===== src/rtl/ct_biu_ar_sched.sv =====
// ct_biu_ar_sched
// Read-address scheduler for the BIU. IFU and LSU read requests are
// arbitrated into a single-entry AR holding register that drives the bus
// AR channel. LSU wins by default; an aging counter forces an IFU win after
// STARVE_LIMIT consecutive LSU wins over a waiting IFU. Issue is throttled so
// that the held entry plus reads in flight never exceed MAX_OSTD.

module ct_biu_ar_sched #(
    parameter int STARVE_LIMIT = 4,
    parameter int MAX_OSTD     = 8
) (
    input  logic        forever_cpuclk,
    input  logic        cpurst_b,
    input  logic        ifu_ar_req,
    input  logic [39:0] ifu_ar_addr,
    input  logic        ifu_ar_id,
    input  logic [25:0] ifu_ar_attr,
    input  logic        lsu_ar_req,
    input  logic [39:0] lsu_ar_addr,
    input  logic [4:0]  lsu_ar_id,
    input  logic [25:0] lsu_ar_attr,
    input  logic        arready,
    input  logic        rd_done,
    output logic        biu_ifu_ar_grnt,
    output logic        biu_lsu_ar_grnt,
    output logic        arvalid,
    output logic [39:0] araddr,
    output logic [4:0]  arid,
    output logic [25:0] arattr,
    output logic [3:0]  ar_ostd_cnt,
    output logic        ar_idle
);

    localparam logic [3:0] STARVE_LIM_C = 4'(STARVE_LIMIT);
    localparam logic [4:0] MAX_OSTD_C   = 5'(MAX_OSTD);

    // Attribute layout (msb first):
    // lock[25] bar[24:23] user[22:20] domain[19:18] snoop[17:14]
    // prot[13:11] cache[10:7] burst[6:5] size[4:2] len[1:0]
    // Instruction fetches never lock, never carry barriers and never set
    // the top user bit, so those fields are scrubbed on the IFU path.
    function automatic logic [25:0] ifu_attr_scrub(input logic [25:0] attr);
        logic [25:0] res;
        res        = attr;
        res[25]    = 1'b0;
        res[24:23] = 2'b00;
        res[22]    = 1'b0;
        return res;
    endfunction

    // Registered state
    logic        arvalid_r;
    logic [39:0] araddr_r;
    logic [4:0]  arid_r;
    logic [25:0] arattr_r;
    logic [3:0]  ostd_cnt_r;
    logic [3:0]  starve_cnt_r;
    logic        ar_idle_r;

    // Combinational helpers
    logic        handshake_s;
    logic [4:0]  inflight_s;
    logic        slot_free_s;
    logic        ifu_grnt_s;
    logic        lsu_grnt_s;
    logic        rd_dec_s;
    logic        arvalid_nxt_s;
    logic [39:0] araddr_nxt_s;
    logic [4:0]  arid_nxt_s;
    logic [25:0] arattr_nxt_s;
    logic [3:0]  ostd_nxt_s;
    logic [3:0]  starve_nxt_s;
    logic        ar_idle_nxt_s;

    // Slot availability: held entry drains this cycle (or is empty) and the
    // outstanding budget, counting the held entry, still has room.
    always_comb begin
        handshake_s = arvalid_r & arready;
        inflight_s  = {1'b0, ostd_cnt_r} + {4'b0000, arvalid_r};
        if ((!arvalid_r || arready) && (inflight_s < MAX_OSTD_C)) begin
            slot_free_s = 1'b1;
        end else begin
            slot_free_s = 1'b0;
        end
    end

    // Arbitration: LSU by default, IFU when alone or when it has aged out.
    always_comb begin
        ifu_grnt_s = 1'b0;
        lsu_grnt_s = 1'b0;
        if (cpurst_b && slot_free_s) begin
            if (ifu_ar_req && (!lsu_ar_req || (starve_cnt_r == STARVE_LIM_C))) begin
                ifu_grnt_s = 1'b1;
            end else if (lsu_ar_req) begin
                lsu_grnt_s = 1'b1;
            end else begin
                ifu_grnt_s = 1'b0;
                lsu_grnt_s = 1'b0;
            end
        end else begin
            ifu_grnt_s = 1'b0;
            lsu_grnt_s = 1'b0;
        end
    end

    // Holding register next state: load on grant, clear on bare handshake.
    always_comb begin
        arvalid_nxt_s = arvalid_r;
        araddr_nxt_s  = araddr_r;
        arid_nxt_s    = arid_r;
        arattr_nxt_s  = arattr_r;
        if (ifu_grnt_s) begin
            arvalid_nxt_s = 1'b1;
            araddr_nxt_s  = ifu_ar_addr;
            arid_nxt_s    = {4'b1000, ifu_ar_id};
            arattr_nxt_s  = ifu_attr_scrub(ifu_ar_attr);
        end else if (lsu_grnt_s) begin
            arvalid_nxt_s = 1'b1;
            araddr_nxt_s  = lsu_ar_addr;
            arid_nxt_s    = lsu_ar_id;
            arattr_nxt_s  = lsu_ar_attr;
        end else if (handshake_s) begin
            arvalid_nxt_s = 1'b0;
        end else begin
            arvalid_nxt_s = arvalid_r;
        end
    end

    // Outstanding counter next state; a completion with nothing in flight
    // is ignored so the count never wraps.
    always_comb begin
        ostd_nxt_s = ostd_cnt_r;
        rd_dec_s   = rd_done & (ostd_cnt_r != 4'd0);
        case ({handshake_s, rd_dec_s})
            2'b10:   ostd_nxt_s = ostd_cnt_r + 4'd1;
            2'b01:   ostd_nxt_s = ostd_cnt_r - 4'd1;
            default: ostd_nxt_s = ostd_cnt_r;
        endcase
    end

    // Aging counter next state: counts LSU wins over a waiting IFU.
    always_comb begin
        starve_nxt_s = starve_cnt_r;
        if (!ifu_ar_req || ifu_grnt_s) begin
            starve_nxt_s = 4'd0;
        end else if (lsu_grnt_s) begin
            if (starve_cnt_r < STARVE_LIM_C) begin
                starve_nxt_s = starve_cnt_r + 4'd1;
            end else begin
                starve_nxt_s = starve_cnt_r;
            end
        end else begin
            starve_nxt_s = starve_cnt_r;
        end
    end

    // Idle flag is registered from the next-state values so it tracks
    // arvalid/ar_ostd_cnt in the same cycle.
    always_comb begin
        ar_idle_nxt_s = 1'b0;
        if (!arvalid_nxt_s && (ostd_nxt_s == 4'd0)) begin
            ar_idle_nxt_s = 1'b1;
        end else begin
            ar_idle_nxt_s = 1'b0;
        end
    end

    // State registers with synchronous active-low reset.
    always_ff @(posedge forever_cpuclk) begin
        if (!cpurst_b) begin
            arvalid_r    <= 1'b0;
            araddr_r     <= 40'd0;
            arid_r       <= 5'd0;
            arattr_r     <= 26'd0;
            ostd_cnt_r   <= 4'd0;
            starve_cnt_r <= 4'd0;
            ar_idle_r    <= 1'b1;
        end else begin
            arvalid_r    <= arvalid_nxt_s;
            araddr_r     <= araddr_nxt_s;
            arid_r       <= arid_nxt_s;
            arattr_r     <= arattr_nxt_s;
            ostd_cnt_r   <= ostd_nxt_s;
            starve_cnt_r <= starve_nxt_s;
            ar_idle_r    <= ar_idle_nxt_s;
        end
    end

    assign biu_ifu_ar_grnt = ifu_grnt_s;
    assign biu_lsu_ar_grnt = lsu_grnt_s;
    assign arvalid         = arvalid_r;
    assign araddr          = araddr_r;
    assign arid            = arid_r;
    assign arattr          = arattr_r;
    assign ar_ostd_cnt     = ostd_cnt_r;
    assign ar_idle         = ar_idle_r;

endmodule


===== config.mk =====
export PLATFORM = sky130hd
export DESIGN_NAME = ct_biu_ar_sched
export DESIGN_NICKNAME = d
export VERILOG_FILES = /design/src/rtl/ct_biu_ar_sched.sv
export SDC_FILE = /design/constraint.sdc
export NUM_CORES = 1
export LEC_CHECK = 0
export ABC_AREA = 1
export ABC_CLOCK_PERIOD_IN_PS = 4100
export BUFFER_PORTS_ARGS = -buffer_cell sky130_fd_sc_hd__buf_2
export CAP_MARGIN = 20
export CORE_MARGIN = 2
export CORE_UTILIZATION = 48
export CTS_CLUSTER_SIZE = 14
export DETAILED_ROUTE_END_ITERATION = 6
export PLACE_DENSITY = 0.9
export SLEW_MARGIN = 20
export SYNTH_ARGS = -nofsm -noshare
export SYNTH_HDL_FRONTEND = slang
export SYNTH_SLANG_ARGS = --single-unit

===== constraint.sdc =====
create_clock -name forever_cpuclk -period 4.1 [get_ports forever_cpuclk]
set_clock_uncertainty 0.1 [all_clocks]
set_input_delay 0.82 -clock forever_cpuclk [delete_from_list [all_inputs] [get_ports forever_cpuclk]]
set_output_delay 0.82 -clock forever_cpuclk [all_outputs]
set_load 0.02 [all_outputs]

=== Yosys cells after proc, flatten, opt, wreduce, memory -nomap -nowiden ===
Index checks and enable logic that the tools add are counted.

* Reduce and logical (&&, ||, !) cells: 17
* Mux-type cells: 17
* $add $sub $neg: 4
* $lt $le $gt $ge: 2
* Bitwise operators: 3
* Eq/ne operators: 3

{| class="wikitable"
|+ Operators with widths
! kind !! count
|-
| 40-bit two-way mux || 2
|-
| 22-bit two-way mux || 2
|-
| 1-bit two-way mux || 10
|-
| 5-bit two-way mux || 2
|-
| 4-bit by 1-bit adder with 4-bit output (second input constant) || 2
|-
| 4-bit one-hot mux with 2 select lines || 1
|-
| 4-bit by 1-bit adder with 5-bit output || 1
|-
| 5-bit by 4-bit less-than comparator with 1-bit output (second input constant) || 1
|-
| 4-bit by 3-bit == test with 1-bit output (second input constant) || 1
|-
| 1-bit logical AND || 4
|-
| 1-bit zero test || 4
|-
| 4-bit zero test || 1
|-
| 4-bit by 3-bit less-than comparator with 1-bit output (second input constant) || 1
|-
| 4-bit nonzero test || 1
|-
| 2-bit OR reduction || 2
|-
| 4-bit by 1-bit subtractor with 4-bit output (second input constant) || 1
|-
| 1-bit logical OR || 3
|-
| 1-bit bitwise AND || 2
|-
| 2-bit by 1-bit == test with 1-bit output (second input constant) || 1
|-
| 2-bit == test (second input constant) || 1
|-
| 2-bit AND reduction || 1
|-
| 2-bit nonzero test || 1
|-
| 1-bit NOT || 1
|}

* Output and inout bits: 79
* Word-level logic and storage cells: 55
* Bits of input ports: 144
* Bits in registers: 81

=== Logic depth before layout (Yosys ltp) ===
Gate-level depths: netlist (run 1).

* Depth in word-level cells: 11
* Gate-level depth with buffers: 17
* Depth with buffers taken out: 17

=== Least setup slack after synthesis (run 1) ===
No wires, ideal clock.

* Path kind: input -> output
* Start point: in cpurst_b
* End point: out biu_lsu_ar_grnt
* Cell stages on the path: 7
* Data required time: 3.180 ns
* Arrival time: 1.558 ns
* Setup slack: 1.622 ns
* Cells stage by stage: inv_2 nor2_2 nand2_1 nor2_4 nand2_1 nor2_2 buf_4

* Longest elaborated chain between the ends: 2

{| class="wikitable"
|+ Ends and longest elaborated chain
! element !! line !! RTL
|-
| start, declared || 13 || <nowiki>input logic cpurst_b,</nowiki>
|-
| 1-bit logical AND || 91 || <nowiki>if (cpurst_b && slot_free_s) begin</nowiki>
|-
| 1-bit two-way mux || 91 ||
|-
| end, declared || 25 || <nowiki>output logic biu_lsu_ar_grnt,</nowiki>
|}

No other way between the ends.

=== Final worst setup path (run 1) ===
* Start point: in cpurst_b
* End point: out biu_ifu_ar_grnt

* Longest elaborated chain between the ends: 2

{| class="wikitable"
|+ Ends and longest elaborated chain
! element !! line !! RTL
|-
| 1-bit logical AND || 91 ||
|-
| 1-bit two-way mux || 91 ||
|-
| end, declared || 24 || <nowiki>output logic biu_ifu_ar_grnt,</nowiki>
|}

No other way between the ends.

==> flow_metrics.py, run 1 <==
metrics = {
    "sta": {
        "max_freq_mhz": 306.3,
        "fin_crit_ps": 3265,
        "tightest_slew_ps": 572.9,
        "final.period_utilization": 0.7964,
        "relSlewSlack": 0.6181,
        "maxSlewViolCount": 0,
        "holdWs_ps": 366.8,
        "finalSetupViolations": 0,
        "setup_ws_ps": 834.8,
        "setup_tns_ps": 0,
        "finalHoldViolCount": 0,
        "rsz0062_at_grt": "no",
    },
    "hold_path": {
        "hold_depth": 2,
        "min_to": "arattr[24]",
        "hold_path.startpoint": "arattr[24]",
        "worstHoldPathType": "reg2reg",
    },
    "clock_tree": {
        "cts_root_buf": "clkbuf_8",
        "numCtsBuffers": 9,
        "cts_tree": "done",
        "htreeDepth": 3,
        "clock_latency_ps": 340,
        "cts_resized": 0,
        "post_cts_buffers": 0,
        "cts_buffer_depth": 2,
        "cts_sinks": 81,
        "cts-hold-fix-buffers": 0,
        "clkTransAtPathRegs_ps": 90,
    },
    "setup_path": {
        "timing.rr.start": "starve_cnt_r[1]",
        "crit_family": "buffers and inverters",
        "r2r_end": "araddr[15]",
        "crit_required_ps": 3180,
        "end_kind": "output port",
        "crit_cells": 8,
        "path_common_cell": "buf_2",
        "crit_type": "in2out",
        "reg2regPathDepth": 9,
        "r2r_slack_ps": 1540,
        "path_buf_inv": 4,
        "path_cells": "buf_2, inv_2, nor2_2, nand2_1, nor2_4, nand2_8, inv_6, buf_2",
        "start_kind": "input port",
        "cp_max_fo": 67,
        "slowest_delay_ps": 460,
        "critPathSlowestCell": "inv_6",
        "arrival_ps": 2350,
    },
    "routing": {
        "vias_per_cell": 4.610,
        "routedWlPerCell_um": 10.71,
        "top_layer_used": "met4",
        "routed_wl_mm": 9.851,
        "ant_nets": 0,
        "drt-pass1-iter-count": 4,
        "met2_length_mm": 4.764,
        "num_vias": 4241,
        "dr_wl_met3_um": 757,
        "met1_length_mm": 4.193,
        "initialDrtViolationCount": 107,
        "drc_errors": 0,
    },
    "floorplanning": {
        "num_rows": 33,
        "dieWidth_um": 96.26,
        "die_area_mm2": 0.009265,
        "start_util": 0.4972,
        "die_h_um": 96.26,
        "coreArea_mm2": 0.008217,
        "num_io_pins": 223,
    },
    "synth": {
        "netlist_area_mm2": 0.004085,
        "synth_cell_types": 26,
        "yosys_warnings": 0,
        "synth_area_leaders": "dfxtp_1 40%, nand2_1 21%, a21oi_1 8.7%",
        "yosys_register_bits": 81,
        "synth_top_area_frac": 0.3969,
        "syn_avg_cell_area_um2": 6.653,
        "syn_nets": 763,
        "yosysTopAreaCell": "dfxtp_1",
        "synthCells": 614,
        "seq_area_frac_synth": 0.3969,
    },
    "global_route": {
        "grt_pass1_vias": 3575,
        "grt_pass1_wl_mm": 14.99,
        "grt_antenna_before_repair": 0,
        "grt_max_degree": 68,
        "track_usage": 0.2014,
        "gr-total-overflow": 0,
    },
    "cells_and_area": {
        "drive_gt1_frac": 0.3067,
        "area_growth_pct": 29.13,
        "nFillCells": 775,
        "multiInputGateArea_mm2": 0.001872,
        "seqCellArea_mm2": 0.001622,
        "final_nets": 959,
        "diodes": 0,
    },
    "power": {
        "peakVddDrop_v": 0.0002232,
        "power_density_mw_per_mm2": 490.6,
        "p_leak_nw": 3.078,
    },
    "placement": {
        "gp_congestion": 0.7687,
        "dp_hpwl_mm": 7.063,
        "io_buffers": 218,
        "place_ws_ps": 821.1,
    },
    "status": {
        "outcome": "complete, no violations",
    },
    "run": {
        "drv_cap": 0,
    },
}
-- cell type report --
cell class / instances / share of cell area
Inverter: 83 / 0.06001
Multi-Input combinational cell: 415 / 0.3548
Clock inverter: 5 / 0.01210
Timing Repair Buffer: 220 / 0.2120
Sequential cell: 81 / 0.3074
Tap cell: 105 / 0.02491
Clock buffer: 11 / 0.02870
-- Yosys cell counts, drive strengths merged --
library cell and instances:
o21ai 63, xnor2 2, clkbuf 7, nor2 24, nand2 233, a31oi 1
dfxtp 81, ha 5, nand4 1, o31a 1, a21oi 72, nand3 12
buf 28, inv 83, o21a 1
-- state kept, by name, summed over array words and instances (netlist names) --
signal / flops
ar_idle: 1
ar_ostd_cnt: 4
araddr: 40
arattr: 26
arid: 5
arvalid: 1
starve_cnt_r: 4
-- worst max path at each step --
stage / slack (ps) / end / from
final: 830 / biu_ifu_ar_grnt / cpurst_b
after global routing: 650 / biu_ifu_ar_grnt / starve_cnt_r[0]
after CTS: 820 / biu_ifu_ar_grnt / cpurst_b
after detailed placement: 820 / biu_ifu_ar_grnt / cpurst_b
after global placement: 830 / biu_ifu_ar_grnt / cpurst_b
after floorplan: 1620 / biu_lsu_ar_grnt / cpurst_b
-- power by group --
part           total [mW]  switching [mW]  internal [mW]
sequential           1.01          0.0807          0.928
combinational       0.975           0.627          0.348
clock               0.604           0.286          0.318
-- metrics by stage --
stage,instances,power (mW),utilization,instance area [um^2]
3_5_place_dp,904,2.005,0.6158,5060
4_1_cts,920,2.613,0.6420,5275
5_1_grt,920,2.771,0.6420,5275
6_report,920,2.588,0.6420,5275
3_3_place_gp,904,1.980,0.6158,5060
2_1_floorplan,614,1.746,-,4085
-- logic make-up (layout without fill, tap and decap cells) --
kind of cell               count (synthesis)  count (layout)  synth area share
AOI/OAI and AO/OA                        138             138            0.1737
and+or+nand+nor                          270             270            0.2649
DFF                                       81              81            0.3969
buffers and inverters                    118             319            0.1449
adders and majority gates                  5               5           0.01531
xor gates and xnor gates                   2               2          0.004289
-- worst min-delay path, stage by stage, from the launching register on --
cell	delay, ps
dfxtp_1	320
nand2_1	60
a21oi_1	50
-- layout by cell type (no fill, tap or decap), types with 2 or more instances in the layout --
cell	instances
nand2_1	230
buf_2	218
dfxtp_1	81
inv_1	78
a21oi_1	71
o21ai_0	58
nor2_1	20
nand3_1	11
clkbuf_8	11
o21ai_1	5
ha_1	5
inv_2	4
nor2_2	3
clkinv_4	3
nand2_4	2
xnor2_1	2
-- metal layers --
layer,vias up,global-route usage
met1,1804,0.2194
met5,-,0
met4,0,0.07024
met3,13,0.04620
met2,134,0.3779
li1,2290,-
(Power assumes the default switching activity.)
==> run 2: changes to the inputs <==
ABC_CLOCK_PERIOD_IN_PS = 2800   (was 4100)
CORE_UTILIZATION = 41   (was 48)
PLACE_DENSITY = 0.82   (was 0.9)
clock period = 2.8 ns   (was 4.1 ns; I/O delays follow)
==> run 2 against run 1 <==
  * Global-route usage decreased by 1.4 points
  * Combinational power grew 49%
  * Routed wire length is 3.2% higher
  * Cell area increased by 0.43%
  * Sequential share of layout area decreased by 0.13 points
  * Highest routed layer unchanged
  * Largest power group unchanged
  * Final cell count up 3.3%
  * Sequential power rose by 47%
  * Utilization down 9.8 points
  * Clock-buffer cell count unchanged
  * Critical endpoint unchanged
==> flow_metrics.py, run 2 (synthesis results as in run 1) <==
metrics = {
    "status": {
        "outcome": "complete, no violations",
    },
    "floorplanning": {
        "coreArea_mm2": 0.009729,
        "start_util": 0.4199,
        "num_io_pins": 223,
        "num_rows": 36,
        "die_area_mm2": 0.01078,
        "die_h_um": 103.8,
        "dieWidth_um": 103.8,
    },
    "routing": {
        "drc_errors": 0,
        "initialDrtViolationCount": 181,
        "drt-pass1-iter-count": 6,
        "vias_per_cell": 4.479,
        "ant_nets": 0,
        "num_vias": 4255,
        "routedWlPerCell_um": 10.70,
        "routed_wl_mm": 10.17,
    },
    "power": {
        "p_seq_frac": 0.406,
        "p_switching_mw": 1.429,
        "peakVddDrop_v": 0.0002631,
        "power_density_mw_per_mm2": 689.4,
        "netSwitchingFraction": 0.3914,
        "intPower_mw": 2.223,
        "total_power_mw": 3.652,
        "pwr-share-comb": 0.397,
        "p_clk_frac": 0.197,
        "p_leak_nw": 3.081,
    },
    "global_route": {
        "gr-total-overflow": 0,
        "track_usage": 0.1876,
        "grt_pass1_vias": 4002,
        "grt_max_degree": 65,
        "grt_pass1_wl_mm": 17.21,
        "grt_antenna_before_repair": 0,
    },
    "clock_tree": {
        "cts-hold-fix-buffers": 0,
        "clkTransAtPathRegs_ps": 80,
        "cts_tree": "done",
        "numCtsBuffers": 9,
        "cts_resized": 0,
        "htreeDepth": 3,
        "cts_buffer_depth": 2,
        "clock_latency_ps": 340,
        "cts_root_buf": "clkbuf_8",
        "cts_sinks": 81,
        "post_cts_buffers": 0,
    },
    "sta": {
        "final.period_utilization": 0.9368,
        "finalSetupViolations": 0,
        "holdWs_ps": 359.4,
        "rsz0062_at_grt": "no",
        "maxSlewViolCount": 0,
        "finalHoldViolCount": 0,
        "tightest_slew_ps": 573.6,
        "relSlewSlack": 0.6176,
        "fin_crit_ps": 2623,
        "setup_tns_ps": 0,
        "max_freq_mhz": 381.3,
    },
    "setup_path": {
        "worstSetupStartpoint": "starve_cnt_r[0]",
        "cp_max_fo": 41,
        "crit_required_ps": 2140,
        "crit_type": "reg2out",
        "timing.rr.start": "ar_ostd_cnt[1]",
        "path_cells": "inv_1, ha_1, nand3_1, a21oi_4, nand2_8, inv_6, buf_2",
        "critPathSlowestCell": "dfxtp_1",
        "end_kind": "output port",
        "start_kind": "flip-flop",
        "arrival_ps": 1960,
        "slowest_delay_ps": 330,
    },
    "cells_and_area": {
        "final_cells": 950,
        "layout_commonest_cell": "nand2_1",
        "area_growth_pct": 29.68,
        "final_nets": 963,
        "layout_common_cells": "230 x nand2_1, 218 x buf_2, 81 x dfxtp_1",
        "largest_reg_flops": 40,
        "drive_gt1_frac": 0.3072,
        "diodes": 0,
    },
    "placement": {
        "io_buffers": 218,
        "dp_hpwl_mm": 7.453,
        "gp_congestion": 0.8151,
        "dp.cells": 936,
    },
    "hold_path": {
        "hold_path.startpoint": "lsu_ar_attr[24]",
        "worstHoldPathType": "in2reg",
    },
    "run": {
        "drv_cap": 0,
    },
}
[run 2: metrics by stage]
stage | worst slack (ps) | utilization | instance area, um^2
final | 177.1 | 0.5445 | 5298
after global routing | 41.66 | 0.5445 | 5298
after CTS | 132.7 | 0.5445 | 5298
after detailed placement | 356.6 | 0.5280 | 5137
after global placement | 377.5 | 0.5280 | 5137
after floorplan | 680.0 | - | 4085
[run 2: critical path: cells and delay by family (launching register included)]
kind | cells | cell delay, ps
buffers and inverters | 3 | 600
flip-flops | 1 | 330
AND/OR/NAND/NOR | 2 | 320
AO/OA/AOI/OAI | 1 | 240
adder cells (fa/ha/maj) | 1 | 150
[run 2: power groups by stage]
stage / Clock (mW) / Combinational [mW] / Sequential, mW
after global placement: 0 / 1.43 / 1.50
after detailed placement: 0 / 1.46 / 1.50
final: 0.721 / 1.45 / 1.48
after CTS: 0.753 / 1.46 / 1.48
after global routing: 0.800 / 1.64 / 1.51
after floorplan: 0 / 0.812 / 1.74
[run 2: worst paths after layout]
path	endpoint	slack [ps]	depth (start not counted)
max	biu_ifu_ar_grnt	180	7
max reg2reg	ar_idle	570	14
min	arattr[24]	360	3
min reg2reg	arattr[23]	370	2
[run 2: final cells by class]
cell class,instances,area [um^2]
timing repair buffer,224,1161
fill,989,4432
sequential,81,1622
clock buffer,11,141.4
tap,133,166.4
multi-input combinational,415,1872
inverter,83,316.6
clock inverter,3,18.77
[run 2: per-layer routing]
metal  vias up  share of wire  GRT usage
li1       2288              -          -
met1      1798           0.45     0.2188
met2       147           0.47     0.3379
met3        22          0.061    0.03650
met4         0          0.020    0.07143
met5         -              0          0
